===== src/rtl/bin_to_bcd_seq.sv =====
// Sequential double-dabble binary-to-BCD converter, one shift/correct step per clock.
// Optional leading-zero blank output is enabled by defining BIN_TO_BCD_BLANK_EN.

module bin_to_bcd_digit (
   input  logic [3:0] din,
   output logic [3:0] dout
);
   assign dout = (din >= 4'd5) ? din + 4'd3 : din;
endmodule

module bin_to_bcd_seq #(
   parameter int BIN_WIDTH  = 16,
   parameter int DEC_DIGITS = 5
) (
   input  logic                    clk,
   input  logic                    rst_n,
   input  logic                    in_valid,
   output logic                    in_ready,
   input  logic [BIN_WIDTH-1:0]    bin,
   output logic                    out_valid,
   input  logic                    out_ready,
   output logic [DEC_DIGITS*4-1:0] bcd,
   output logic                    overflow
`ifdef BIN_TO_BCD_BLANK_EN
   ,
   output logic [DEC_DIGITS-1:0]   blank
`endif
);
   localparam int CW = $clog2(BIN_WIDTH + 1);
   localparam int AW = DEC_DIGITS * 4;
   localparam logic [CW-1:0] CNT_INIT = CW'(BIN_WIDTH);

   typedef enum logic [1:0] {IDLE, SHIFT, DONE} state_t;

   state_t               state, state_nx;
   logic [BIN_WIDTH-1:0] sreg;
   logic [AW-1:0]        acc, acc_adj;
   logic [CW-1:0]        cnt;
   logic                 ovf;

   for (genvar i = 0; i < DEC_DIGITS; i++) begin : g_dig
      bin_to_bcd_digit u_dig (.din(acc[4*i +: 4]), .dout(acc_adj[4*i +: 4]));
   end

   always_ff @(posedge clk or negedge rst_n) begin
      if (!rst_n) state <= IDLE;
      else        state <= state_nx;
   end

   always_comb begin
      state_nx = state;
      case (state)
         IDLE:    if (in_valid) state_nx = SHIFT;
         SHIFT:   if (cnt == CW'(1)) state_nx = DONE;
         DONE:    if (out_ready) state_nx = IDLE;
         default: state_nx = IDLE;
      endcase
   end

   always_ff @(posedge clk or negedge rst_n) begin
      if (!rst_n) begin
         sreg <= '0;
         acc  <= '0;
         cnt  <= '0;
         ovf  <= 1'b0;
      end else begin
         case (state)
            IDLE: if (in_valid) begin
               sreg <= bin;
               acc  <= '0;
               cnt  <= CNT_INIT;
               ovf  <= 1'b0;
            end
            SHIFT: begin
               // the corrected top bit falls off the accumulator: value no longer fits
               {acc, sreg} <= {acc_adj[AW-2:0], sreg, 1'b0};
               ovf         <= ovf | acc_adj[AW-1];
               cnt         <= cnt - CW'(1);
            end
            default: ;
         endcase
      end
   end

   assign in_ready  = (state == IDLE);
   assign out_valid = (state == DONE);
   assign overflow  = ovf;
   assign bcd       = ovf ? {DEC_DIGITS{4'h9}} : acc;

`ifdef BIN_TO_BCD_BLANK_EN
   assign blank[0] = 1'b0;
   for (genvar i = 1; i < DEC_DIGITS; i++) begin : g_blank
      assign blank[i] = out_valid && !ovf && (acc[AW-1:4*i] == '0);
   end
`endif
endmodule


===== config.mk =====
export PLATFORM = sky130hd
export DESIGN_NAME = bin_to_bcd_seq
export DESIGN_NICKNAME = d
export VERILOG_FILES = /design/src/rtl/bin_to_bcd_seq.sv
export SDC_FILE = /design/constraint.sdc
export NUM_CORES = 1
export LEC_CHECK = 0
export ABC_AREA = 1
export ABC_CLOCK_PERIOD_IN_PS = 1600
export CAP_MARGIN = 20
export CELL_PAD_IN_SITES_DETAIL_PLACEMENT = 0
export CELL_PAD_IN_SITES_GLOBAL_PLACEMENT = 1
export CORE_ASPECT_RATIO = 2
export CORE_MARGIN = 2
export CORE_UTILIZATION = 46
export DETAILED_ROUTE_END_ITERATION = 10
export DONT_BUFFER_PORTS = 1
export PLACE_DENSITY_LB_ADDON = 0.2
export RECOVER_POWER = 100
export SYNTH_ARGS = -nofsm -noshare
export SYNTH_HDL_FRONTEND = slang
export SYNTH_SLANG_ARGS = --single-unit

===== constraint.sdc =====
create_clock -name clk -period 1.6 [get_ports clk]
set_clock_uncertainty 0.1 [all_clocks]
set_input_delay 0.08 -clock clk [delete_from_list [all_inputs] [get_ports clk]]
set_output_delay 0.08 -clock clk [all_outputs]
set_load 0.03 [all_outputs]

After elaboration in Yosys (flattened, before gate mapping). Index checks and enable logic that the tools add are counted.

Add/subtract/negate cells: 6. Order comparisons: 5. Equality and inequality tests: 6. Muxes and demuxes: 18. Bitwise logic cells: 1. Reduce and logical (&&, ||, !) cells: 4.

Operators by type and width (number): two-way mux 20 bit (2); case mux 20 bit (2 select lines) (1); case mux 16 bit (2 select lines) (1); adder 4 x 2 -> 4 bit (second input constant) (5); greater-or-equal comparator 4 x 3 -> 1 bit (second input constant) (5); two-way mux 4 bit (5); two-way mux 16 bit (1); case mux 5 bit (2 select lines) (1); two-way mux 2 bit (3); case mux 2 bit (3 select lines) (1); equality test 5 x 1 -> 1 bit (second input constant) (1); two-way mux 5 bit (1); subtractor 5 x 1 -> 5 bit (second input constant) (1); inequality test 2 bit (second input constant) (2); AND reduction 3 bit (1); equality test 2 x 1 -> 1 bit (second input constant) (1); equality test 2 bit (second input constant) (1); zero test 2 bit (1); inequality test 2 x 1 -> 1 bit (second input constant) (1); case mux 1 bit (2 select lines) (1); AND reduction 2 bit (1); nonzero test 2 bit (1); two-way mux 1 bit (1); bitwise OR 1 bit (1).

Register bits: 44. Word-level logic and storage cells: 45.

Depth between registers and ports, before layout.
Depth after elaboration: 4. Mapped depth: 8. Mapped depth without buffers: 8.

Cells and area by module. A second synthesis with hierarchy kept.

Cells, all modules: 360. Area total of the unflattened synthesis: 2722.6 um^2.

By module, submodules not included: bin_to_bcd_seq (times used 1, cells each 245, area each 2047.0 um^2, seq. area each 1101.1 um^2); bin_to_bcd_digit (times used 5, cells each 23, area each 135.1 um^2, seq. area each 0.0 um^2).

Least setup slack after synthesis. OpenSTA, ideal clock, no wires.

Kind: reg-to-reg. Start: reg state[0]. End: reg sreg[15]. Setup time: 87 ps. Arrival: 1204 ps. Slack: 210 ps. Cell stages (with the launch flop): 7. Period minus slack after synthesis: 1390 ps. Cells stage by stage: dfrtp_1 -> nor2_2 -> nand2_4 -> inv_4 -> buf_6 -> nand2_1 -> o211ai_1.

Word-level cells in the longest chain between the ends: 3. Elaborated cells on any way between the ends: 6. Those cells by class: 2 x eq/ne; 1 x mux; 3 x reduce/logical.

Ends and longest elaborated chain: from (decl) (RTL line 35) `state_t state, state_nx;`; from (signal assigned) (RTL line 47) `else state <= state_nx;`; zero test 2 bit (*); via in_ready (RTL line 18) `output logic in_ready,`; inequality test 2 bit (no line) / nonzero test 2 bit (equally long branches); AND reduction 2 bit (no line); to (signal assigned) (RTL line 69) `sreg <= bin;`; to (signal assigned) (RTL line 76) `{acc, sreg} <= {acc_adj[AW-2:0], sreg, 1'b0};`; to (decl) (RTL line 36) `logic [BIN_WIDTH-1:0] sreg;`.

The timed path passes the listed nets; every way through them passes the cells marked *. A chain may end at the register's enable or synchronous reset.

Worst setup path after layout.
Start: reg ovf (netlist: overflow). End: out bcd[4].

Word-level cells in the longest chain between the ends: 1.

Ends and longest elaborated chain: from (decl) (RTL line 39) `logic ovf;`; from (signal assigned) (RTL line 77) `ovf <= ovf | acc_adj[AW-1];`; two-way mux 20 bit (RTL line 88) `assign bcd = ovf ? {DEC_DIGITS{4'h9}} : acc;`; to (decl) (RTL line 22) `output logic [DEC_DIGITS*4-1:0] bcd,`.

No other way between the ends.

==> metrics.md <==
| Metric | Value |
|---|---|
| Most frequent cells in the layout | nand2_1 (119), dfrtp_1 (44), nand3_1 (38) |
| Area growth, synth to finish | 18.4% |
| Post-synthesis instance total | 332 |
| Finished Cell Area | 3000 um2 |
| Avg Inst Size Synth | 7.63 um2 |
| # placed instances | between 400 and 500 |
| RSZ-0062 raised after global routing | false |
| Setup TNS | 0 ns |
| Commonest non-fill, non-tap cell in the layout | nand2_1 |
| Layout fillers | around 530 |
| R2r worst-path depth | 6 |
| Drt wl/cell | 13.9 um |
| Net count, final | 411 |
| Total track usage | 22.4% |
| Reg2reg start | state[1]$_DFFE_PN0P_ |
| Hold Path End | state[1]$_DFFE_PN0P_ |
| WL final | between 6000 and 7000 um |
| Initial core utilization | 47.2% |
| Tmin final | between 1 and 1.5 ns |
| Post-Syn Area | between 2000 and 3000 um2 |
| Data required, critical path | 1.42 ns |
| Setup bufs post-CTS | 0 |
| Worst VDD drop | 1.32 mV |
| Via Count | 2329 |
| Ys async rst share | 100% |
| Drt pass-1 iters | 4 |
| Initial detailed-routing violation count | 74 |
| Core area | between 5000 and 6000 um2 |
| Post-route ant nets | 0 |
| Slew @ Worst Pin | 1.10 ns |
| Kind of end point of the critical path | output pin |
| Multi-input gate area | 1190 um2 |
| Hold crit path type | in2reg |
| CTS H-tree depth | 2 |
| Critical Path Source Type | register |
| Crit path DAT | 1.31 ns |
| Root Buffer | clkbuf_8 |
| Layout Cells excl Fill | 440 |
| Placed standard-cell area | between 2000 and 3000 um2 |
| Synthesis Warnings | 0 |
| Register area share after synthesis | a little over two fifths |
| Proportion of layout cells with a drive suffix above 1 | 12.4% |
| Number of synthesized flops with an enable pin | 0 |
| DRC | 0 |
| Vias per std cell | 5.29 |
| Final setup vio count | 0 |
| I/O pin total | 43 |
| GPL Wtd Cong | 0.791 |
| Die Y | around 110 um |
| GRT Residual Overflow | 0 |
| RR Endpoint | sreg[13]$_DFFE_PN0P_ |
| Worst-path clk slew | 0.09 ns |
| Slew Viols, Final | 0 |
| DPL Wire Length | ~4400 um |
| Reg2Reg Setup Slack | 0.16 ns |
| Clock tree buffer depth | 2 |
| Syn nets | roughly 360 |
| # port buffers | 0 |
| Ant diodes | 0 |
| WHS | 0.321 ns |
| Seq cells post-synth | 44 |
| P per Cell Area | 2160 nW/um2 |
| FF+latch area | approximately 1100 um2 |
| CTS tree | built |
| Slew HR | 26.4% |
| Initial antenna violation count | 0 |
| Post-synthesis cell type count | 28 |
| Site Rows | 38 |
| Final Hold Vio Count | 0 |
| Status | complete, no violations |
| Top FF cell, synth | dfrtp_1 |
| HP Start | out_ready |
| Crit-path max FO | 10 |
| Lkg Pwr | approximately 1.6 nW |
| Die Wd | ~56 um |
| Die ar. | 6150 um2 |
| Tcrit/Tclk final | around 93% |
| First-pass GRT wire length | 10700 um |
| WS Path Type | reg2out |
| Clock sinks | between 40 and 50 |
| Clock latency on the worst-skew pair | 0.30 ns |
| CTS Buf Count | 5 |
| Hold Crit Depth | 2 |
| Max-Cap Viols | 0 |
| Max frequency | approximately 0.67 GHz |
| Vias in the first global route | approximately 2400 |
| Pin count of the biggest net entering global routing | 45 |
## worst max-delay path by stage
stage	startpoint	to	slack [ns]	cells after the start
6_report	overflow$_DFFE_PN0P_	bcd[4]	0.11	3
5_1_grt	state[1]$_DFFE_PN0P_	sreg[8]$_DFFE_PN0P_	0.02	6
4_1_cts	overflow$_DFFE_PN0P_	bcd[4]	0.07	3
3_5_place_dp	acc[17]$_DFFE_PN0P_	acc[18]$_DFFE_PN0P_	0.20	8
3_3_place_gp	state[1]$_DFFE_PN0P_	sreg[13]$_DFFE_PN0P_	0.19	6
2_1_floorplan	state[0]$_DFFE_PN0P_	sreg[15]$_DFFE_PN0P_	0.21	6
## cells in the mapped netlist, drive strengths merged, types with 4 or more instances
library cell	count	share of area [%]
buf	7	2.6
dfrtp	44	43
ha	12	5.9
inv	39	6.1
nand2	123	19
nand3	38	7.5
nand4	11	2.7
nor2	21	3.2
o211ai	8	3.2
o21ai	17	3.4
o21bai	4	1.2
## registers in the layout, summed over array words and instances, names as in the netlist
name and cells:
acc 20, state 2, sreg 16, overflow 1, cnt 5
## report_power, final
part           internal, mW  total [mW]  leakage [nW]  switching, mW
sequential             1.61        1.98         0.552          0.372
clock                 0.350       0.749        0.0434          0.400
combinational          1.25        3.75         0.977           2.50
## critical path, stage by stage, from the launching register on
cell and delay [ns]:
dfrtp_1 0.45, clkinvlp_4 0.25, nand2_1 0.12, buf_2 0.19
## repair_timing
action	4_1_cts	5_1_grt
setup endpoints to repair	0	9
hold buffers	20	0
hold endpoints to repair	66	0
gates resized for setup	0	1
## final cells by class
cell class	instances	share of cell area, %
inverters	41	5.38
well taps	60	2.50
multi-input cells	239	39.8
clock buffers	6	2.75
flip-flops and latches	44	36.7
clock inverters	2	0.501
repair buffers	48	12.4
## per-layer routing
metal	GRT usage [%]	wire (um)	vias up
li1	-	-	1158
met1	22.8	2330	1103
met2	43.9	3470	56
met3	3.44	187	12
met4	8.67	133	0
met5	0	0	-
## per-stage QoR
stage	power, mW	utilization, %	setup slack (ns)
2_1_floorplan	4.76	-	0.210
3_3_place_gp	5.84	51.4	0.192
3_5_place_dp	5.88	51.4	0.196
4_1_cts	6.72	57.3	0.0704
5_1_grt	7.11	55.8	0.0231
6_report	6.48	55.8	0.109
## kinds of logic after synthesis
| family | count (synthesis) | share of synthesized area (%) |
|---|---|---|
| adders and majority gates | 12 | 5.93 |
| buffers and inverters | 49 | 9.18 |
| DFF | 44 | 43.5 |
| AOI/OAI and AO/OA | 33 | 8.59 |
| and+or+nand+nor | 194 | 32.8 |
Note: power is estimated with default switching activity, not from simulation.
